$ cat config.mk
export PLATFORM = sky130hd
export DESIGN_NAME = regfile_wb_arb
export DESIGN_NICKNAME = d
export VERILOG_FILES = /design/src/rtl/regfile_pkg.sv /design/src/rtl/rr_arb2.sv /design/src/rtl/regfile_wb_arb.sv
export SDC_FILE = /design/constraint.sdc
export NUM_CORES = 1
export LEC_CHECK = 0
export CAP_MARGIN = 20
export CORE_UTILIZATION = 44
export CTS_BUF_LIST = sky130_fd_sc_hd__clkbuf_8
export DETAILED_ROUTE_END_ITERATION = 6
export PLACE_DENSITY = 0.8
export SLEW_MARGIN = 10
export SYNTH_ARGS = -nofsm -noshare
export SYNTH_HDL_FRONTEND = slang
export SYNTH_SLANG_ARGS = --single-unit
$ cat constraint.sdc
create_clock -name clk -period 3.2 [get_ports clk]
set_clock_uncertainty 0.05 [all_clocks]
set_input_delay 0.8 -clock clk [delete_from_list [all_inputs] [get_ports clk]]
set_output_delay 0.8 -clock clk [all_outputs]
set_load 0.01 [all_outputs]
$ cat src/rtl/regfile_pkg.sv
// Shared constants and types for the register-file writeback path.
package regfile_pkg;

    localparam int REG_ADDR_W = 5;
    localparam int NUM_REGS   = 32;
    localparam int DATA_W     = 32;

    localparam logic [REG_ADDR_W-1:0] ZERO_REG = 5'd0;

    typedef enum logic {
        WB_ALU = 1'b0,
        WB_LSU = 1'b1
    } wb_src_t;

endpackage

$ cat src/rtl/rr_arb2.sv
// Two-input round-robin arbiter; a grant is also the accept, since a grant
// is only issued to a valid requester.
//
// last_gnt | meaning
// WB_ALU   | input 0 was served last, input 1 wins the next tie
// WB_LSU   | input 1 was served last, input 0 wins the next tie
module rr_arb2 (
    input  logic clk,
    input  logic rst,
    input  logic req0,
    input  logic req1,
    output logic gnt0,
    output logic gnt1
);
    import regfile_pkg::*;

    wb_src_t last_gnt;
    wb_src_t last_gnt_nxt;

    always_ff @(posedge clk or negedge rst) begin
        if (!rst) begin
            last_gnt <= WB_LSU;
        end else begin
            last_gnt <= last_gnt_nxt;
        end
    end

    // Grants are held low while reset is asserted.
    always_comb begin
        gnt0         = 1'b0;
        gnt1         = 1'b0;
        last_gnt_nxt = last_gnt;
        if (rst) begin
            if (req0 && (!req1 || last_gnt == WB_LSU)) begin
                gnt0         = 1'b1;
                last_gnt_nxt = WB_ALU;
            end else if (req1) begin
                gnt1         = 1'b1;
                last_gnt_nxt = WB_LSU;
            end
        end
    end

endmodule

$ cat src/rtl/regfile_wb_arb.sv
// Register-file write-port arbiter (ALU vs load unit) with busy scoreboard.
// Optional REGFILE_WB_BYPASS_EN adds fwd1/fwd2/fwd_data forwarding outputs.
module regfile_wb_arb #(
    parameter int NUM_REGS = regfile_pkg::NUM_REGS,
    parameter int DATA_W   = regfile_pkg::DATA_W
) (
    input  logic                              clk,
    input  logic                              rst,
    input  logic                              alu_valid,
    output logic                              alu_ready,
    input  logic [regfile_pkg::REG_ADDR_W-1:0] alu_wa,
    input  logic [DATA_W-1:0]                 alu_wd,
    input  logic                              lsu_valid,
    output logic                              lsu_ready,
    input  logic [regfile_pkg::REG_ADDR_W-1:0] lsu_wa,
    input  logic [DATA_W-1:0]                 lsu_wd,
    input  logic                              rsv_en,
    input  logic [regfile_pkg::REG_ADDR_W-1:0] rsv_addr,
    input  logic [regfile_pkg::REG_ADDR_W-1:0] ra1,
    input  logic [regfile_pkg::REG_ADDR_W-1:0] ra2,
    output logic                              busy1,
    output logic                              busy2,
`ifdef REGFILE_WB_BYPASS_EN
    output logic                              fwd1,
    output logic                              fwd2,
    output logic [DATA_W-1:0]                 fwd_data,
`endif
    output logic                              sb_conflict,
    output logic                              writeReg,
    output logic [regfile_pkg::REG_ADDR_W-1:0] wa,
    output logic [DATA_W-1:0]                 wd
);
    import regfile_pkg::*;

    logic                  gnt_alu;
    logic                  gnt_lsu;
    logic                  accept;
    logic [REG_ADDR_W-1:0] sel_wa;
    logic [DATA_W-1:0]     sel_wd;
    logic [NUM_REGS-1:0]   busy;
    logic [NUM_REGS-1:0]   busy_nxt;
    logic                  rsv_live;
    logic                  conflict_nxt;

    rr_arb2 u_arb (
        .clk  (clk),
        .rst  (rst),
        .req0 (alu_valid),
        .req1 (lsu_valid),
        .gnt0 (gnt_alu),
        .gnt1 (gnt_lsu)
    );

    assign alu_ready = gnt_alu;
    assign lsu_ready = gnt_lsu;
    assign accept    = gnt_alu | gnt_lsu;
    assign sel_wa    = gnt_alu ? alu_wa : lsu_wa;
    assign sel_wd    = gnt_alu ? alu_wd : lsu_wd;

    // Writes to $0 are handshaken away without touching the port or the
    // scoreboard, so wa/wd keep the last real write.
    always_ff @(posedge clk or negedge rst) begin
        if (!rst) begin
            writeReg <= 1'b0;
            wa       <= ZERO_REG;
            wd       <= '0;
        end else begin
            writeReg <= accept && (sel_wa != ZERO_REG);
            if (accept && (sel_wa != ZERO_REG)) begin
                wa <= sel_wa;
                wd <= sel_wd;
            end
        end
    end

    assign rsv_live = rsv_en && (rsv_addr != ZERO_REG);

    // A register whose producer completes this same cycle is free to re-reserve.
    assign conflict_nxt = rsv_live && busy[rsv_addr] && !(writeReg && (wa == rsv_addr));

    always_comb begin
        busy_nxt = busy;
        if (writeReg) begin
            busy_nxt[wa] = 1'b0;
        end
        if (rsv_live) begin
            busy_nxt[rsv_addr] = 1'b1;
        end
        busy_nxt[0] = 1'b0;
    end

    always_ff @(posedge clk or negedge rst) begin
        if (!rst) begin
            busy        <= '0;
            sb_conflict <= 1'b0;
        end else begin
            busy        <= busy_nxt;
            sb_conflict <= conflict_nxt;
        end
    end

`ifdef REGFILE_WB_BYPASS_EN
    assign fwd1     = writeReg && (wa == ra1) && (ra1 != ZERO_REG);
    assign fwd2     = writeReg && (wa == ra2) && (ra2 != ZERO_REG);
    assign fwd_data = wd;
    assign busy1    = busy[ra1] & ~fwd1;
    assign busy2    = busy[ra2] & ~fwd2;
`else
    assign busy1    = busy[ra1];
    assign busy2    = busy[ra2];
`endif

endmodule

# Yosys cells after proc, flatten, opt, wreduce, memory -nomap -nowiden
# Index checks and enable logic that the tools add are counted.
dict set report totals {
  reg_bits 71
  inputBits 94
  output_inout_bits 43
  wordCells 53
}
dict set report classes {
  order_cmp 6
  eq_ne 1
  n_mux 21
  n_bitwise 4
  n_reduce_logical 15
}
# operator n
set op_table {}
lappend op_table {{two-way mux 32 bit} 3}
lappend op_table {{AND 32 bit} 1}
lappend op_table {{inverter 32 bit} 1}
lappend op_table {{bitwise OR 32 bit} 1}
lappend op_table {{less-than comparator 5 x 6 -> 1 bit (second input constant)} 4}
lappend op_table {{binary-select mux 1 bit (select 5 bit)} 3}
lappend op_table {{two-way mux 1 bit} 12}
lappend op_table {{demux 1 bit (select 5 bit)} 2}
lappend op_table {{greater-or-equal comparator 5 x 1 -> 1 bit (second input constant)} 2}
lappend op_table {{nonzero test 5 bit} 2}
lappend op_table {{logical AND 1 bit} 8}
lappend op_table {{equality test 5 bit} 1}
lappend op_table {{two-way mux 5 bit} 1}
lappend op_table {{logical NOT 1 bit} 2}
lappend op_table {{AND reduction 2 bit} 1}
lappend op_table {{nonzero test 2 bit} 1}
lappend op_table {{logical OR 1 bit} 1}
lappend op_table {{bitwise OR 1 bit} 1}

# Logic depth before layout (Yosys ltp)
# Gate-level depths: netlist of the first run.
dict set report logic_depth {
  depth_word 9
  mapped_depth 8
  mapped_depth_nobuf 5
}

# Hierarchy
# From an unflattened synthesis of the first run, not the netlist that was laid out.
dict set report hier_totals {
  hier_cells 397
  area_unflattened_um2 4100.2
}
# module n_inst cells_each area_each_um2 seq_area_each_um2
set modules_own_cells {}
lappend modules_own_cells {regfile_wb_arb 1 389 4037.6 1751.7}
lappend modules_own_cells {rr_arb2 1 8 62.6 26.3}

# Least setup slack after synthesis of the first run
# No wires, ideal clock.
dict set report synth_path {
  path_kind {input-to-output}
  from {input ra2[0] (netlist name)}
  to {output busy2}
  t_arrival_ps 2360
  setup_slack_ps -10
  stages 4
  path_buffers 1
  cell_sequence {clkbuf_1 > mux4_2 > mux4_2 > mux2_2}
}
dict set report synth_between {
  elab_chain_len 2
}
# element line
set synth_lines {}
lappend synth_lines {{from (decl)} regfile_wb_arb.sv:20} ;# input logic [regfile_pkg::REG_ADDR_W-1:0] ra2,
lappend synth_lines {{binary-select mux 1 bit (select 5 bit)} regfile_wb_arb.sv:110} ;# assign busy2 = busy[ra2];
lappend synth_lines {{two-way mux 1 bit (not written as such)} regfile_wb_arb.sv:110}
lappend synth_lines {{to (decl)} regfile_wb_arb.sv:22} ;# output logic busy2,
# Every way passes these cells. The select of a mux whose other input is x is not followed.

# Worst setup path after layout of the first run
dict set report layout_path {
  from {input ra2[1] (netlist name)}
  to {output busy2}
}
# The elaborated chain is that of the path after synthesis.

==> results of run 1 <==
[placed cells by master (no fill, tap or decap), types with 2 or more instances in the layout]
cell type | netlist | final
or3_1 | 5 | 5
or3b_2 | 2 | 2
nor2_1 | 4 | 4
clkinv_2 | 0 | 2
mux4_2 | 19 | 19
clkdlybuf4s50_1 | 0 | 126
a31oi_1 | 3 | 3
a21oi_1 | 6 | 6
nand3b_1 | 6 | 6
mux2_4 | 29 | 30
mux2_2 | 38 | 37
o22ai_1 | 9 | 9
o21ai_0 | 68 | 67
buf_6 | 1 | 4
mux2i_1 | 19 | 19
dfrtp_1 | 70 | 70
o221ai_1 | 2 | 2
inv_1 | 7 | 9
or2_2 | 1 | 2
buf_4 | 0 | 26
nand3_1 | 13 | 13
clkbuf_8 | 0 | 9
nand2_1 | 7 | 7
buf_2 | 7 | 2
o31ai_1 | 2 | 2
xor2_1 | 4 | 4
[layout make-up]
type,instances,area [sq um]
Fill cell,753,3320
Multi-Input combinational cell,253,2350
Sequential cell,71,1780
Timing Repair Buffer,162,1560
Tap cell,129,161
Clock buffer,9,124
Clock inverter,6,55.1
Inverter,7,26.3
[Yosys cell counts, drive strengths merged]
library cell	instances
xnor2	1
o21ai	68
clkbuf	12
dfrtp	70
nor2b	1
a41oi	1
xor2	4
o31ai	2
a31oi	3
nand2	8
o22ai	9
or4	1
nand3b	6
o32ai	1
or2	2
or4b	1
o311ai	1
mux4	19
nand3	13
nor3b	1
nor4	1
nor2	4
or3b	2
o21bai	1
mux2i	20
or3	5
a21oi	6
a211oi	1
o221ai	2
dfstp	1
a21o	2
inv	7
buf	11
mux2	67
[worst min path at each step]
stage	endpoint	slack, ns	depth (start not counted)
2_1_floorplan	busy[10]$_DFF_PN0_	0.45	0
3_3_place_gp	wd[1]$_DFFE_PN0P_	0.44	1
3_5_place_dp	wd[13]$_DFFE_PN0P_	0.44	1
4_1_cts	wd[30]$_DFFE_PN0P_	0.20	1
5_1_grt	wd[30]$_DFFE_PN0P_	0.20	1
6_report	wd[30]$_DFFE_PN0P_	0.21	1
[flip-flops by register name, summed over array words and instances, names as in the netlist]
| name | count |
|---|---|
| sb_conflict | 1 |
| busy | 31 |
| wd | 32 |
| u_arb.last_gnt | 1 |
| writeReg | 1 |
| wa | 5 |
[through the flow]
stage | TNS, ns | instances
finish | 0 | 637
global route | -0.0301 | 637
CTS | 0 | 637
detailed placement | -1.64 | 621
global placement | -1.59 | 621
floorplan | 0 | 354
[layer usage]
metal	GRT usage (%)	vias up
met3	5.83	37
met4	12.6	0
met2	42.9	197
li1	-	1646
met1	32.1	1793
met5	0	-
[logic make-up after synthesis]
| group | synth area share, % |
|---|---|
| buf+inv | 4.14 |
| flops | 41.4 |
| xor+xnor | 1.02 |
| mux | 34.8 |
| compound gates | 12.6 |
| simple gates | 6.06 |
[timing repair]
action / 4_1_cts / 5_1_grt
buffers inserted: 1 / 0
gates cloned: 0 / 0
endpoints found under the setup margin: 2 / 3
resized for setup: 35 / 4
hold endpoints to repair: 0 / 0
[power breakdown]
part / switching, W / total (W) / internal [W]
clock network: 0.000317 / 0.000664 / 0.000347
registers: 0.000314 / 0.00146 / 0.00114
logic: 0.000427 / 0.00113 / 0.000708
==> flow_summary.toml, run 1 <==
[outcome]
status = "finished clean"

[routing]
first_iter_violations = 247
wl_met2_microns = 6160
top_layer_used = "met4"
dr_wl_met3_microns = 1000
drtPass1Iterations = 5
drc = 0
vias_per_cell = 5.77
num_vias = 3673
wire_per_inst_microns = 19.3
m1WireLength_microns = 4770
drtAntennaViolNets = 0
wirelength_microns = 12300

[sta]
hold_violations = 0
period_share_pct = 99.7
slew_viol_final = 0
worst_slack_ns = 0.00856
worst_pin_slew_ns = 0.836
min_period_ns = 3.19
setup_viol = 0
max_slew_margin_pct = 44.2
hold_ws_ns = 0.211
rsz0062_at_grt = "true"
max_freq_mhz = 313

[final_layout]
nets = 598
fin_util_pct = 64.6
stdcell_area_sq_um = 6050
drive_gt1_share_pct = 28.1
synthToLayoutAreaGrowth_pct = 40.9
diodes = 0

[die]
dieArea_sq_um = 10200
core-area_sq_um = 9370
ioPinCount = 137
die_w_microns = 101
dieHeight_microns = 101
initial_utilization_pct = 45.8
rows = 35

[critical_path]
crit_family = "multiplexers"
critPathMaxStageDelay_ns = 0.47
regToRegSetupSlack_ns = 0.82
cp_num_cells = 7
r2r_start = "u_arb.last_gnt$_DFFE_PN1P_"
arrival_ns = 2.34
path_cells = "buf_4, buf_6, buf_4, mux4_2, mux4_2, mux2_4, buf_6"
r2r-end = "wd[1]$_DFFE_PN0P_"
cp-endpoint = "busy2"
path_max_fanout = 4
cp-start-kind = "input pin"
required_ns = 2.35
criticalPathCategory = "in2out"
startpoint = "ra2[1]"
cp_slowest_cell = "mux4_2"
worstRegToRegCells = 7
setup.worst_path.end_class = "output pin"
critPathBufInv = 4

[placement]
io_buffers = 136
pre_cts_ws_ns = -0.850
placed_area_sq_um = 5860
dpl.hpwl_microns = 9510
gp_congestion = 0.955

[grt]
antenna_found_initial = 0
overflow = 0
grt_pass1_vias = 3845
grt_util_all_layers_pct = 25.9
grt_max_degree = 70
grt_first_pass_wirelength_microns = 19600

[yosys]
synth-seq-area-share_pct = 41.4
yosys_warnings = 0
syn_inst = 354
synth_area_leaders = "dfrtp_1 41%, mux2_4 10%, mux2_2 10%, mux4_2 10%, o21ai_0 7.9%"
synth_area_per_cell_sq_um = 12.1
synthDistinctLibCells = 40
syn_area_sq_um = 4300
synth_top_area_share_pct = 40.8
yosys.area.top_type = "dfrtp_1"
synthesis.nets = 448
synth.ff_latch_count = 71

[clock_tree]
htree_levels = 3
clock_sinks = 71
clock_latency_ns = 0.34
cts_buffers = 9
cts.path.max_buffers = 2
cts_tree = "done"
cts_root_buffer = "clkbuf_8"
clk_pin_slew_ns = 0.07
ctsHoldBuffers = 0

[power_and_ir_drop]
vdd_ir_drop_max_uv = 256
static-leakage-power_nw = 2.48
p_per_area_nw_per_um2 = 538
finalPower_w = 0.00326

[worst_hold_path]
hold_path_class = "in2async"

[flow_run]
drv_cap = 0
No activity file was read; power rests on OpenSTA's default activity.
==> run 2: changes to the inputs <==
Settings changed: CORE_MARGIN set to 1.5, TNS_END_PERCENT set to 10.
==> run 2 against run 1 <==
Net effect: worst hold slack better by 0.24 ns; sequential power about the same; wire length down 4.1%; via count down 3.0%.
==> flow_summary.toml, run 2 (synthesis gave the netlist of run 1 again) <==
[die]
rows = 35
dieHeight_microns = 102
dieArea_sq_um = 10400
ioPinCount = 137
core-area_sq_um = 9370
initial_utilization_pct = 45.8
die_w_microns = 102

[final_layout]
drive_gt1_share_pct = 28.5
final_common_cell = "clkdlybuf4s50_1"
final_cell_mix = "126 x clkdlybuf4s50_1, 70 x dfrtp_1, 68 x o21ai_0, 37 x mux2_2, 30 x mux2_4"
nets = 598
fillCellCount = 741
regMostFlops = "wd"
diodes = 0
synthToLayoutAreaGrowth_pct = 42.2
largest_register_ffs = 32
reg_top3 = "wd x32, busy x31, wa x5"

[sta]
min_period_ns = 3.18
worst_pin_slew_ns = 0.536
max_slew_margin_pct = 64.3
slew_viol_final = 0
period_share_pct = 99.4
worst_slack_ns = 0.0191
max_freq_mhz = 314
hold_violations = 0
setup_tns_ns = 0
setup_viol = 0
rsz0062_at_grt = "true"
hold_ws_ns = 0.454

[power_and_ir_drop]
p_per_area_nw_per_um2 = 549
vdd_ir_drop_max_uv = 233
finalPower_w = 0.00335
static-leakage-power_nw = 2.50

[flow_run]
drv_cap = 0

[outcome]
status = "finished clean"

[grt]
overflow = 0
grt_max_degree = 44
antenna_found_initial = 0
grt_pass1_vias = 3687
grt_first_pass_wirelength_microns = 18700
grt_util_all_layers_pct = 23.6

[clock_tree]
clock_latency_ns = 0.34
clk_pin_slew_ns = 0.07
clock_sinks = 71
htree_levels = 3
cts_buffers = 9
cts_tree = "done"
cts_root_buffer = "clkbuf_8"
cts.path.max_buffers = 2
ctsHoldBuffers = 0

[placement]
dpl.hpwl_microns = 9310
gp_congestion = 1.00
pre_cts_ws_ns = -0.879
io_buffers = 136

[critical_path]
r2r-end = "wd[31]$_DFFE_PN0P_"
criticalPathCategory = "in2out"
cp-start-kind = "input pin"
arrival_ns = 2.33
regToRegSetupSlack_ns = 0.83
cp-endpoint = "busy2"
cp_slowest_cell = "mux4_2"
required_ns = 2.35
worstRegToRegCells = 7
path_cells = "clkbuf_4, mux4_2, mux4_2, mux2_4, buf_6"
path_max_fanout = 5
setup.worst_path.end_class = "output pin"
r2r_start = "u_arb.last_gnt$_DFFE_PN1P_"
critPathMostFrequentCell = "mux4_2"
critPathMaxStageDelay_ns = 0.51
startpoint = "ra2[0]"

[routing]
wirelength_microns = 11800
vias_per_cell = 5.59
drtAntennaViolNets = 0
drc = 0
wire_per_inst_microns = 18.5
num_vias = 3564
first_iter_violations = 266
drtPass1Iterations = 5

[worst_hold_path]
hold_path_class = "in2async"
==> run 2: cell count changes in the layout (fill, tap and decap cells not counted) <==
cell / previous run / this run
buf_4: 26 / 24
o21ai_1: 1 / 0
bufinv_16: 1 / 2
o21ai_0: 67 / 68
clkinv_4: 0 / 1
inv_1: 9 / 8
buf_12: 1 / 2
clkinv_2: 2 / 1
clkbuf_4: 0 / 1
clkbuf_8: 9 / 10
==> run 2: metrics by stage <==
step	instances	instance area, sq um	util [%]
after CTS	638	6100	65.1
after global routing	638	6110	65.2
final	638	6110	65.2
after floorplan	354	4300	-
after global placement	621	5880	62.7
after detailed placement	621	5880	62.7
==> run 2: how the worst min path moves through the flow <==
| stage | startpoint | end | slack (ns) | depth (start not counted) |
|---|---|---|---|---|
| 5_1_grt | rst | wd[6]$_DFFE_PN0P_ | 0.48 | 2 |
| 6_report | rst | wd[6]$_DFFE_PN0P_ | 0.45 | 2 |
| 2_1_floorplan | rst | busy[10]$_DFF_PN0_ | 0.45 | 0 |
| 4_1_cts | rst | wd[6]$_DFFE_PN0P_ | 0.45 | 2 |
| 3_3_place_gp | wd[31]$_DFFE_PN0P_ | wd[31]$_DFFE_PN0P_ | 0.44 | 1 |
| 3_5_place_dp | wd[15]$_DFFE_PN0P_ | wd[15]$_DFFE_PN0P_ | 0.45 | 1 |
==> run 2: repair_timing <==
item / in CTS / in global routing
setup endpoints to repair: 2 / 3
resized for setup: 34 / 4
setup buffers: 1 / 0
==> run 2: worst max-delay path, delay by kind of cell <==
family | cells | cell delay (ns)
buffers and inverters | 2 | 0.28
muxes | 3 | 1.25
==> run 2: area by class of cell <==
class | instances | area [sq um] | share of cell area (%)
multi-input cells | 253 | 2350 | 38.4
flip-flops and latches | 71 | 1780 | 29.1
repair buffers | 162 | 1580 | 25.8
well taps | 129 | 161 | 2.64
clock buffers | 10 | 138 | 2.25
clock inverters | 6 | 85.1 | 1.39
inverters | 7 | 26.3 | 0.430
==> run 2: report_power, final <==
part | internal (W) | leakage, nW | switching, W
clock | 0.000457 | 0.114 | 0.000320
sequential | 0.00114 | 0.794 | 0.000285
combinational | 0.000709 | 1.59 | 0.000437
total | 0.00231 | 2.50 | 0.00104
==> run 2: layer usage <==
| layer | global-route usage (%) | vias to the layer above | wire length, microns |
|---|---|---|---|
| li1 | - | 1653 | - |
| met1 | 30.2 | 1716 | 4890 |
| met3 | 5.75 | 19 | 846 |
| met2 | 39.8 | 176 | 5880 |
| met5 | 0 | - | 0 |
| met4 | 7.17 | 0 | 197 |
